## config.mk

```make
export PLATFORM = sky130hd
export DESIGN_NAME = nfc_reg_arb_flat
export DESIGN_NICKNAME = d
export VERILOG_FILES = /design/src/rtl/nfc_reg_arb_if.sv /design/src/rtl/nfc_reg_arb.sv /design/src/flat_wrapper.sv
export SDC_FILE = /design/constraint.sdc
export NUM_CORES = 1
export LEC_CHECK = 0
export BUFFER_PORTS_ARGS = -buffer_cell sky130_fd_sc_hd__buf_2
export CAP_MARGIN = 20
export CORE_AREA = 2 2 71 73
export CTS_BUF_LIST = sky130_fd_sc_hd__clkbuf_2
export DETAILED_ROUTE_END_ITERATION = 7
export DIE_AREA = 0 0 73 75
export PLACE_DENSITY_LB_ADDON = 0.05
export SLEW_MARGIN = 20
export SYNTH_ARGS = -nofsm -noshare
export SYNTH_HDL_FRONTEND = slang
export SYNTH_SLANG_ARGS = --single-unit
```

## constraint.sdc

```tcl
create_clock -name nfc_clk -period 2.9 [get_ports nfc_clk]
set_clock_uncertainty 0.1 [all_clocks]
set_input_delay 0.145 -clock nfc_clk [delete_from_list [all_inputs] [get_ports nfc_clk]]
set_output_delay 0.145 -clock nfc_clk [all_outputs]
set_load 0.02 [all_outputs]
```

## src/rtl/nfc_reg_arb_if.sv

```systemverilog
// Signal bundle between the two register masters, the arbiter and the nfc register port.
// The slave side is the arbiter; the master side drives requests and the nfc read data.
interface nfc_reg_arb_if #(
    parameter int AW = 9,
    parameter int DW = 8
);
    logic          m0_req;
    logic          m0_wr;
    logic          m0_lock;
    logic [AW-1:0] m0_addr;
    logic [DW-1:0] m0_din;
    logic          m0_ack;
    logic [DW-1:0] m0_dout;

    logic          m1_req;
    logic          m1_wr;
    logic          m1_lock;
    logic [AW-1:0] m1_addr;
    logic [DW-1:0] m1_din;
    logic          m1_ack;
    logic [DW-1:0] m1_dout;

    logic [AW-1:0] arb_nfc_reg_addr;
    logic          arb_nfc_reg_rd;
    logic          arb_nfc_reg_wr;
    logic [DW-1:0] arb_nfc_reg_din;
    logic [DW-1:0] nfc_arb_reg_dout;
    logic          arb_owner;
    logic          arb_lock_to;

    modport slave (
        input  m0_req, m0_wr, m0_lock, m0_addr, m0_din,
        input  m1_req, m1_wr, m1_lock, m1_addr, m1_din,
        input  nfc_arb_reg_dout,
        output m0_ack, m0_dout, m1_ack, m1_dout,
        output arb_nfc_reg_addr, arb_nfc_reg_rd, arb_nfc_reg_wr, arb_nfc_reg_din,
        output arb_owner, arb_lock_to
    );

    modport master (
        output m0_req, m0_wr, m0_lock, m0_addr, m0_din,
        output m1_req, m1_wr, m1_lock, m1_addr, m1_din,
        output nfc_arb_reg_dout,
        input  m0_ack, m0_dout, m1_ack, m1_dout,
        input  arb_nfc_reg_addr, arb_nfc_reg_rd, arb_nfc_reg_wr, arb_nfc_reg_din,
        input  arb_owner, arb_lock_to
    );
endinterface

```

## src/rtl/nfc_reg_arb.sv

```systemverilog
// Two-master arbiter for the nfc register port: fixed 4-cycle access, alternating
// tie-break, and an owner lock with an optional idle timeout.
module nfc_reg_arb #(
    parameter int AW           = 9,
    parameter int DW           = 8,
    parameter int LOCK_TIMEOUT = 255
) (
    input  logic          nfc_clk,
    input  logic          rstb_nfc,
    nfc_reg_arb_if.slave  bus
);
    localparam int CW = (LOCK_TIMEOUT > 0) ? $clog2(LOCK_TIMEOUT + 1) : 1;

    typedef enum logic [1:0] {IDLE, ISSUE, CAPTURE, ACK} state_t;
    state_t state, state_nx;

    logic          owner, last, lock, lock_nx, is_rd;
    logic          e0, e1, sel, grant, own_req, own_lk, lto_nx;
    logic [CW-1:0] cnt, cnt_nx;
    logic [AW-1:0] addr_q;
    logic [DW-1:0] din_q, dout0, dout1;
    logic          rd_q, wr_q, ack0, ack1, lto_q;

    // While locked only the owner is eligible; a tie goes to whoever was not granted last.
    always_comb begin
        e0      = bus.m0_req && (!lock || !owner);
        e1      = bus.m1_req && (!lock ||  owner);
        sel     = (e0 && e1) ? ~last : e1;
        grant   = e0 | e1;
        own_req = owner ? bus.m1_req  : bus.m0_req;
        own_lk  = owner ? bus.m1_lock : bus.m0_lock;
    end

    always_comb begin
        state_nx = state;
        lock_nx  = lock;
        cnt_nx   = cnt;
        lto_nx   = 1'b0;
        case (state)
            IDLE: begin
                if (lock && !own_lk) begin
                    lock_nx = 1'b0;
                    cnt_nx  = '0;
                end else if (lock && !own_req && LOCK_TIMEOUT != 0) begin
                    if (int'(cnt) + 1 >= LOCK_TIMEOUT) begin
                        lock_nx = 1'b0;
                        cnt_nx  = '0;
                        lto_nx  = 1'b1;
                    end else if (cnt != '1) begin
                        cnt_nx = cnt + CW'(1);
                    end
                end
                if (grant) begin
                    state_nx = ISSUE;
                    if (sel == owner) cnt_nx = '0;
                end
            end
            ISSUE:   state_nx = CAPTURE;
            CAPTURE: state_nx = ACK;
            ACK: begin
                state_nx = IDLE;
                lock_nx  = own_lk;
            end
            default: state_nx = IDLE;
        endcase
    end

    always_ff @(posedge nfc_clk or negedge rstb_nfc) begin
        if (!rstb_nfc) state <= IDLE;
        else           state <= state_nx;
    end

    // Strobe and bus fields are single-cycle: everything defaults back to 0 each clock.
    always_ff @(posedge nfc_clk or negedge rstb_nfc) begin
        if (!rstb_nfc) begin
            owner  <= 1'b0;
            last   <= 1'b1;
            lock   <= 1'b0;
            cnt    <= '0;
            is_rd  <= 1'b0;
            rd_q   <= 1'b0;
            wr_q   <= 1'b0;
            addr_q <= '0;
            din_q  <= '0;
            dout0  <= '0;
            dout1  <= '0;
            ack0   <= 1'b0;
            ack1   <= 1'b0;
            lto_q  <= 1'b0;
        end else begin
            lock   <= lock_nx;
            cnt    <= cnt_nx;
            lto_q  <= lto_nx;
            rd_q   <= 1'b0;
            wr_q   <= 1'b0;
            addr_q <= '0;
            din_q  <= '0;
            ack0   <= 1'b0;
            ack1   <= 1'b0;
            case (state)
                IDLE: if (grant) begin
                    owner  <= sel;
                    is_rd  <= sel ? !bus.m1_wr : !bus.m0_wr;
                    rd_q   <= sel ? !bus.m1_wr : !bus.m0_wr;
                    wr_q   <= sel ?  bus.m1_wr :  bus.m0_wr;
                    addr_q <= sel ?  bus.m1_addr : bus.m0_addr;
                    din_q  <= sel ?  bus.m1_din  : bus.m0_din;
                end
                CAPTURE: begin
                    if (is_rd &&  owner) dout1 <= bus.nfc_arb_reg_dout;
                    if (is_rd && !owner) dout0 <= bus.nfc_arb_reg_dout;
                    ack1 <=  owner;
                    ack0 <= !owner;
                end
                ACK: last <= owner;
                default: ;
            endcase
        end
    end

    assign bus.arb_nfc_reg_addr = addr_q;
    assign bus.arb_nfc_reg_rd   = rd_q;
    assign bus.arb_nfc_reg_wr   = wr_q;
    assign bus.arb_nfc_reg_din  = din_q;
    assign bus.m0_ack           = ack0;
    assign bus.m1_ack           = ack1;
    assign bus.m0_dout          = dout0;
    assign bus.m1_dout          = dout1;
    assign bus.arb_owner        = owner;
    assign bus.arb_lock_to      = lto_q;
endmodule

```

## src/flat_wrapper.sv

```systemverilog
// flat-port wrapper written by rule: the top's interface ports become plain ports
module nfc_reg_arb_flat 
#(
    parameter int AW           = 9,
    parameter int DW           = 8,
    parameter int LOCK_TIMEOUT = 255
)
  (nfc_clk, rstb_nfc, bus_m0_req, bus_m0_wr, bus_m0_lock, bus_m0_addr, bus_m0_din, bus_m1_req, bus_m1_wr, bus_m1_lock, bus_m1_addr, bus_m1_din, bus_nfc_arb_reg_dout, bus_m0_ack, bus_m0_dout, bus_m1_ack, bus_m1_dout, bus_arb_nfc_reg_addr, bus_arb_nfc_reg_rd, bus_arb_nfc_reg_wr, bus_arb_nfc_reg_din, bus_arb_owner, bus_arb_lock_to);
  nfc_reg_arb_if #(.AW(AW), .DW(DW)) bus_i ();
  input  logic nfc_clk;
  input  logic rstb_nfc;
  input wire logic [$bits(bus_i.m0_req)-1:0] bus_m0_req;
  input wire logic [$bits(bus_i.m0_wr)-1:0] bus_m0_wr;
  input wire logic [$bits(bus_i.m0_lock)-1:0] bus_m0_lock;
  input wire logic [$bits(bus_i.m0_addr)-1:0] bus_m0_addr;
  input wire logic [$bits(bus_i.m0_din)-1:0] bus_m0_din;
  input wire logic [$bits(bus_i.m1_req)-1:0] bus_m1_req;
  input wire logic [$bits(bus_i.m1_wr)-1:0] bus_m1_wr;
  input wire logic [$bits(bus_i.m1_lock)-1:0] bus_m1_lock;
  input wire logic [$bits(bus_i.m1_addr)-1:0] bus_m1_addr;
  input wire logic [$bits(bus_i.m1_din)-1:0] bus_m1_din;
  input wire logic [$bits(bus_i.nfc_arb_reg_dout)-1:0] bus_nfc_arb_reg_dout;
  output wire logic [$bits(bus_i.m0_ack)-1:0] bus_m0_ack;
  output wire logic [$bits(bus_i.m0_dout)-1:0] bus_m0_dout;
  output wire logic [$bits(bus_i.m1_ack)-1:0] bus_m1_ack;
  output wire logic [$bits(bus_i.m1_dout)-1:0] bus_m1_dout;
  output wire logic [$bits(bus_i.arb_nfc_reg_addr)-1:0] bus_arb_nfc_reg_addr;
  output wire logic [$bits(bus_i.arb_nfc_reg_rd)-1:0] bus_arb_nfc_reg_rd;
  output wire logic [$bits(bus_i.arb_nfc_reg_wr)-1:0] bus_arb_nfc_reg_wr;
  output wire logic [$bits(bus_i.arb_nfc_reg_din)-1:0] bus_arb_nfc_reg_din;
  output wire logic [$bits(bus_i.arb_owner)-1:0] bus_arb_owner;
  output wire logic [$bits(bus_i.arb_lock_to)-1:0] bus_arb_lock_to;
  assign bus_i.m0_req = bus_m0_req;
  assign bus_i.m0_wr = bus_m0_wr;
  assign bus_i.m0_lock = bus_m0_lock;
  assign bus_i.m0_addr = bus_m0_addr;
  assign bus_i.m0_din = bus_m0_din;
  assign bus_i.m1_req = bus_m1_req;
  assign bus_i.m1_wr = bus_m1_wr;
  assign bus_i.m1_lock = bus_m1_lock;
  assign bus_i.m1_addr = bus_m1_addr;
  assign bus_i.m1_din = bus_m1_din;
  assign bus_i.nfc_arb_reg_dout = bus_nfc_arb_reg_dout;
  assign bus_m0_ack = bus_i.m0_ack;
  assign bus_m0_dout = bus_i.m0_dout;
  assign bus_m1_ack = bus_i.m1_ack;
  assign bus_m1_dout = bus_i.m1_dout;
  assign bus_arb_nfc_reg_addr = bus_i.arb_nfc_reg_addr;
  assign bus_arb_nfc_reg_rd = bus_i.arb_nfc_reg_rd;
  assign bus_arb_nfc_reg_wr = bus_i.arb_nfc_reg_wr;
  assign bus_arb_nfc_reg_din = bus_i.arb_nfc_reg_din;
  assign bus_arb_owner = bus_i.arb_owner;
  assign bus_arb_lock_to = bus_i.arb_lock_to;
  nfc_reg_arb #(.AW(AW), .DW(DW), .LOCK_TIMEOUT(LOCK_TIMEOUT)) u_core (.nfc_clk(nfc_clk), .rstb_nfc(rstb_nfc), .bus(bus_i));
endmodule
```

* Yosys cells after proc, flatten, opt, wreduce, memory -nomap -nowiden *
Cells that the tools add are included.

cells by class
  reductions and logical operators = 21
  mux-type cells = 33
  multipliers = 0
  equality and inequality tests = 8
  order comparisons = 1
  divide/modulo/power cells = 0
  bitwise operators = 2
  add/sub/neg operators = 2
  shifts and indexed selects = 0

operators with widths
  kind                                                                                  count
  8-bit 2-to-1 mux                                                                      9
  32-bit by 9-bit greater-or-equal comparator with 1-bit output, second input constant  1
  9-bit 2-to-1 mux                                                                      3
  1-bit 2-to-1 mux                                                                      18
  8-bit by 1-bit adder with 9-bit output, second input constant                         1
  8-bit by 1-bit adder with 8-bit output, second input constant                         1
  8-bit inequality test, second input constant                                          1
  2-bit case mux with 4 select lines                                                    1
  1-bit logical AND                                                                     7
  1-bit logical NOT                                                                     6
  3-bit by 1-bit inequality test with 1-bit output, second input constant               2
  2-bit AND reduction                                                                   3
  2-bit equality test, second input constant                                            2
  3-bit AND reduction                                                                   1
  2-bit by 1-bit equality test with 1-bit output, second input constant                 1
  2-bit logical NOT                                                                     1
  1-bit logical OR                                                                      2
  2-bit 2-to-1 mux                                                                      1
  2-bit by 1-bit inequality test with 1-bit output, second input constant               1
  1-bit case mux with 2 select lines                                                    1
  2-bit nonzero test                                                                    1
  1-bit equality test                                                                   1
  1-bit NOT                                                                             1
  1-bit bitwise OR                                                                      1

word-level totals
  output and inout bits = 39
  memories = 0
  bits in latches = 0
  bits in read-only memories = 0
  word-level logic and storage cells = 82
  RAM bits = 0
  bits in registers = 52

* Depth between registers and ports, before layout *
  depth in word-level cells = 8
  depth in mapped cells = 8
  mapped depth without buffers = 6

* Worst setup path after synthesis *
OpenSTA, ideal clock, no wires.

  path kind = register to register
  start point = register u_core.cnt[0]
  end point = register u_core.cnt[2]
  data arrival time = 1.598 ns
  stages on the path, launching flop included = 8
  data required time = 2.670 ns
  setup slack = 1.072 ns
  clock period less this slack = 1.828 ns
  path through = dfrtp_1 -> ha_1 -> inv_1 -> o211ai_1 -> a2111o_1 -> buf_6 -> a21oi_2 -> o32ai_2

between the ends
  cells in the longest elaborated chain, start to end = 7
  elaborated cells on any way between the ends = 10
  classes of those cells = 2 x add/sub; 1 x order compare; 1 x eq/ne; 6 x mux

ends and longest elaborated chain
  element                                                                                            RTL line                              text
  start, declared                                                                                    nfc_reg_arb.sv:19                     logic [CW-1:0] cnt, cnt_nx;
  start signal, assigned                                                                             nfc_reg_arb.sv:92                     cnt <= cnt_nx;
  8-bit by 1-bit adder with 9-bit output, or another cell as far along                               nfc_reg_arb.sv:45                     if (int'(cnt) + 1 >= LOCK_TIMEOUT) begin
  32-bit by 9-bit greater-or-equal comparator with 1-bit output or 8-bit 2-to-1 mux (tied branches)  nfc_reg_arb.sv:45, nfc_reg_arb.sv:49
  8-bit 2-to-1 mux (*)                                                                               nfc_reg_arb.sv:45
  8-bit 2-to-1 mux (*)                                                                               nfc_reg_arb.sv:44                     end else if (lock && !own_req && LOCK_TIMEOUT != 0) begin
  8-bit 2-to-1 mux (*)                                                                               nfc_reg_arb.sv:41                     if (lock && !own_lk) begin
  8-bit 2-to-1 mux                                                                                   nfc_reg_arb.sv:55                     if (sel == owner) cnt_nx = '0;
  8-bit 2-to-1 mux (*)                                                                               nfc_reg_arb.sv:53                     if (grant) begin

Mark *: on every way between the ends. The rest lies on a longest branch, timed or not.
A chain may end at the register's enable or synchronous reset.

* Final worst setup path *
  start point = register u_core.state[0]
  end point = register u_core.addr_q[4], in the netlist u_core.bus.arb_nfc_reg_addr[4]

between the ends
  cells in the longest elaborated chain, start to end = 2

ends and longest elaborated chain
  element                 RTL line            text
  start, declared         nfc_reg_arb.sv:15   state_t state, state_nx;
  start signal, assigned  nfc_reg_arb.sv:70   else state <= state_nx;
  2-bit logical NOT       nfc_reg_arb.sv:100  case (state)
  9-bit 2-to-1 mux        nfc_reg_arb.sv:100
  end signal, assigned    nfc_reg_arb.sv:106  addr_q <= sel ? bus.m1_addr : bus.m0_addr;
  end, declared           nfc_reg_arb.sv:20   logic [AW-1:0] addr_q;

Every way passes these cells.

==> reports/metrics.yaml <==
cp_slowest_cell: "dlygate4sd3_1"
rsz0062_at_grt: "no"
end_kind: "register"
intPower_mw: 1.64
path_clk_slew_ns: 0.27
dp_hpwl_um: 4010
diodes: 0
drive_above_1_share_pct: 35.5
nets: 429
grt_util_all_layers_pct: 25.0
wl_per_cell_um: 14.6
post-cts-setup-buffers: 0
crit_chain: "inv_1, ha_1, o221ai_2, buf_4, a21oi_1, dlygate4sd3_1"
fp-row-count: 25
setup_tns_ns: 0
slew_headroom_pct: 56.5
p_switching_mw: 1.18
ys_warn_count: 0
syn_nets: 294
worstPathArrival_ns: 2.90
grt_pass1_wl_um: 10400
drt-pass1-iter-count: 6
vias_per_cell: 5.33
netlist_instances: 239
ir_drop_mv: 0.409
cts_buffers: 5
power_density_nw_per_um2: 809
cts_tree: "yes"
ys_types: 46
drtIter0Drc: 150
tightest_slew_ns: 0.651
worst-path-max-fanout: 15
fmax_mhz: 386
status: "finished, final reports clean"
syn_avg_cell_area_um2: 10.4
placed_area_um2: 2960
seq_power_share_pct: 39.5
reg2reg_slack_ns: 0.31
syn_to_final_growth_pct: 39.5
final_area_um2: 3480
wirelength_um: 6280
antenna_left: 0
p_clk_share_pct: 11.1
die_h_um: 75
clkSinkCount: 52
period_minus_slack_ns: 2.59
setup_violations: 0
sw_frac_of_total_pct: 41.8
drc: 0
initial_utilization_pct: 53.6
globalplace.congestion: 0.858
async_reset_ff_share_pct: 100
setup_ws_ns: 0.308
clockBufferDepth: 2
core_area_um2: 4660
clock_latency_ns: 0.44
final-hold-violation-count: 0
synth_top_area_share_pct: 51.1
slew_violations: 0
clock-root-buffer: "clkbuf_2"
p_leak_nw: 1.73
period_share_pct: 89.4
vias: 2287
htreeDepth: 2
grt_max_degree: 38
design.die.area_um2: 5480
grt_overflow: 0
cp.required_ns: 3.20
start_kind: "register"
place_ws_ns: 0.767
grt_pass1_vias: 2282
pwr-share-comb_pct: 49.4
antenna_found_initial: 0
ios: 89
ys_ff_latch: 52
synth_top_area_cell: "dfrtp_1"
hp-class: "input pin to register"
holdWs_ns: 0.0460
maxCapViolations: 0
synth-seq-area-share_pct: 52.2
synthFlopType: "dfrtp_1"
ys_top_cells_by_area: "dfrtp_1 51%, mux2_2 8.6%, nand2_1 8.0%"
synth_edf_count: 0
io_buffers: 88
die_w_um: 73
slowest_delay_ns: 0.57
syn-cell-area_um2: 2500
criticalPathCategory: "register to register"
-- worst paths after layout --
kind                                       startpoint                             end  depth (start not counted)
worst max register to register        u_core.state[0]  u_core.bus.arb_nfc_reg_addr[4]                          6
worst min register to register  u_core.bus.m1_dout[3]           u_core.bus.m1_dout[3]                          1
worst max-delay path                  u_core.state[0]  u_core.bus.arb_nfc_reg_addr[4]                          6
min in group asynchronous                    rstb_nfc               u_core.bus.m0_ack                          3
worst min-delay path                        bus_m0_wr                    u_core.is_rd                          3
max in group asynchronous                    rstb_nfc                   u_core.cnt[3]                          3
-- synth_stat cells (2+ instances only) --
cell type  count
nand2_1       53
dfrtp_1       51
a21oi_1       23
mux2_2        19
nand3_1        8
buf_2          6
inv_1          6
nor2_1         6
o21ai_1        6
ha_1           5
nor2b_1        4
a31oi_1        3
buf_6          3
nand4_1        3
nor3_1         3
and3_1         2
and3b_1        2
inv_2          2
mux2i_1        2
nand3b_1       2
o211ai_1       2
o21ai_0        2
o32ai_2        2
xnor2_1        2
-- state kept, by name (all words and copies together) (netlist names) --
register                     count
u_core.bus.m0_dout               8
u_core.is_rd                     1
u_core.lock                      1
u_core.bus.arb_owner             1
u_core.bus.arb_lock_to           1
u_core.bus.m1_ack                1
u_core.bus.arb_nfc_reg_wr        1
u_core.bus.arb_nfc_reg_rd        1
u_core.last                      1
u_core.bus.arb_nfc_reg_addr      9
u_core.cnt                       8
u_core.bus.arb_nfc_reg_din       8
u_core.bus.m0_ack                1
u_core.state                     2
u_core.bus.m1_dout               8
-- cell type report --
class	count	area (µm²)
clock buffer	5	25.0
clock inverter	3	25.0
fill	332	1180
inverter	8	30.0
multi-input combinational	168	1090
sequential	52	1300
tap	54	67.6
timing repair buffer	139	941
-- placed cells by master (no fill, tap or decap), types with 2 or more instances in the layout --
cell / n
dfrtp_1: 51
nand4_1: 3
nor2_1: 6
clkbuf_2: 5
nand3b_1: 2
nand2_1: 53
nor2b_1: 4
nor3_1: 3
inv_2: 2
o21ai_0: 2
ha_1: 5
and3b_1: 2
xnor2_1: 2
o32ai_2: 2
o21ai_1: 6
nand3_1: 8
a31oi_1: 3
inv_6: 2
mux2_2: 19
inv_1: 6
mux2i_1: 2
o211ai_1: 2
and3_1: 2
buf_4: 4
a21oi_1: 23
buf_2: 88
dlygate4sd3_1: 47
-- timing repair --
action | in CTS | in global routing
endpoints found under the hold margin | 87 | 0
hold buffers | 47 | 0
resized for setup | 0 | 0
-- routing by layer --
metal	part of all wire [%]	routed length [µm]	global-route usage, %
met1	40	2500	29.5
met2	53	3360	45.1
met3	5.3	335	6.43
met4	1.3	83	7.20
met5	0	0	0
-- through the flow --
step,util (%),instances,power (mW)
after detailed placement,63.5,374,2.41
after global placement,63.5,374,2.37
after global routing,74.7,429,3.01
final,74.7,429,2.82
after CTS,74.7,429,2.83
after floorplan,-,239,2.02
-- power groups by stage --
stage               Combinational (mW)  Clock, mW  Sequential (mW)
global placement                  1.26          0             1.12
global route                      1.51      0.349             1.15
CTS                               1.39      0.326             1.11
floorplan                        0.683          0             1.34
finish                            1.39      0.312             1.11
detailed placement                1.28          0             1.13
-- cells by family after synthesis --
family / after synthesis / share of synthesized area (%)
xor+xnor: 2 / 0.702
simple gates: 89 / 16.6
fa+ha+maj: 5 / 2.51
compound gates: 49 / 13.3
buf+inv: 19 / 4.36
mux: 23 / 10.4
flops: 52 / 52.2
-- critical path: cells and delay by family, from the launching register on --
family / cells / cell delay [ns]
buf+inv: 3 / 0.96
fa+ha+maj: 1 / 0.53
compound gates: 2 / 0.53
flops: 1 / 0.45
Note: power is estimated with default switching activity, not from simulation.
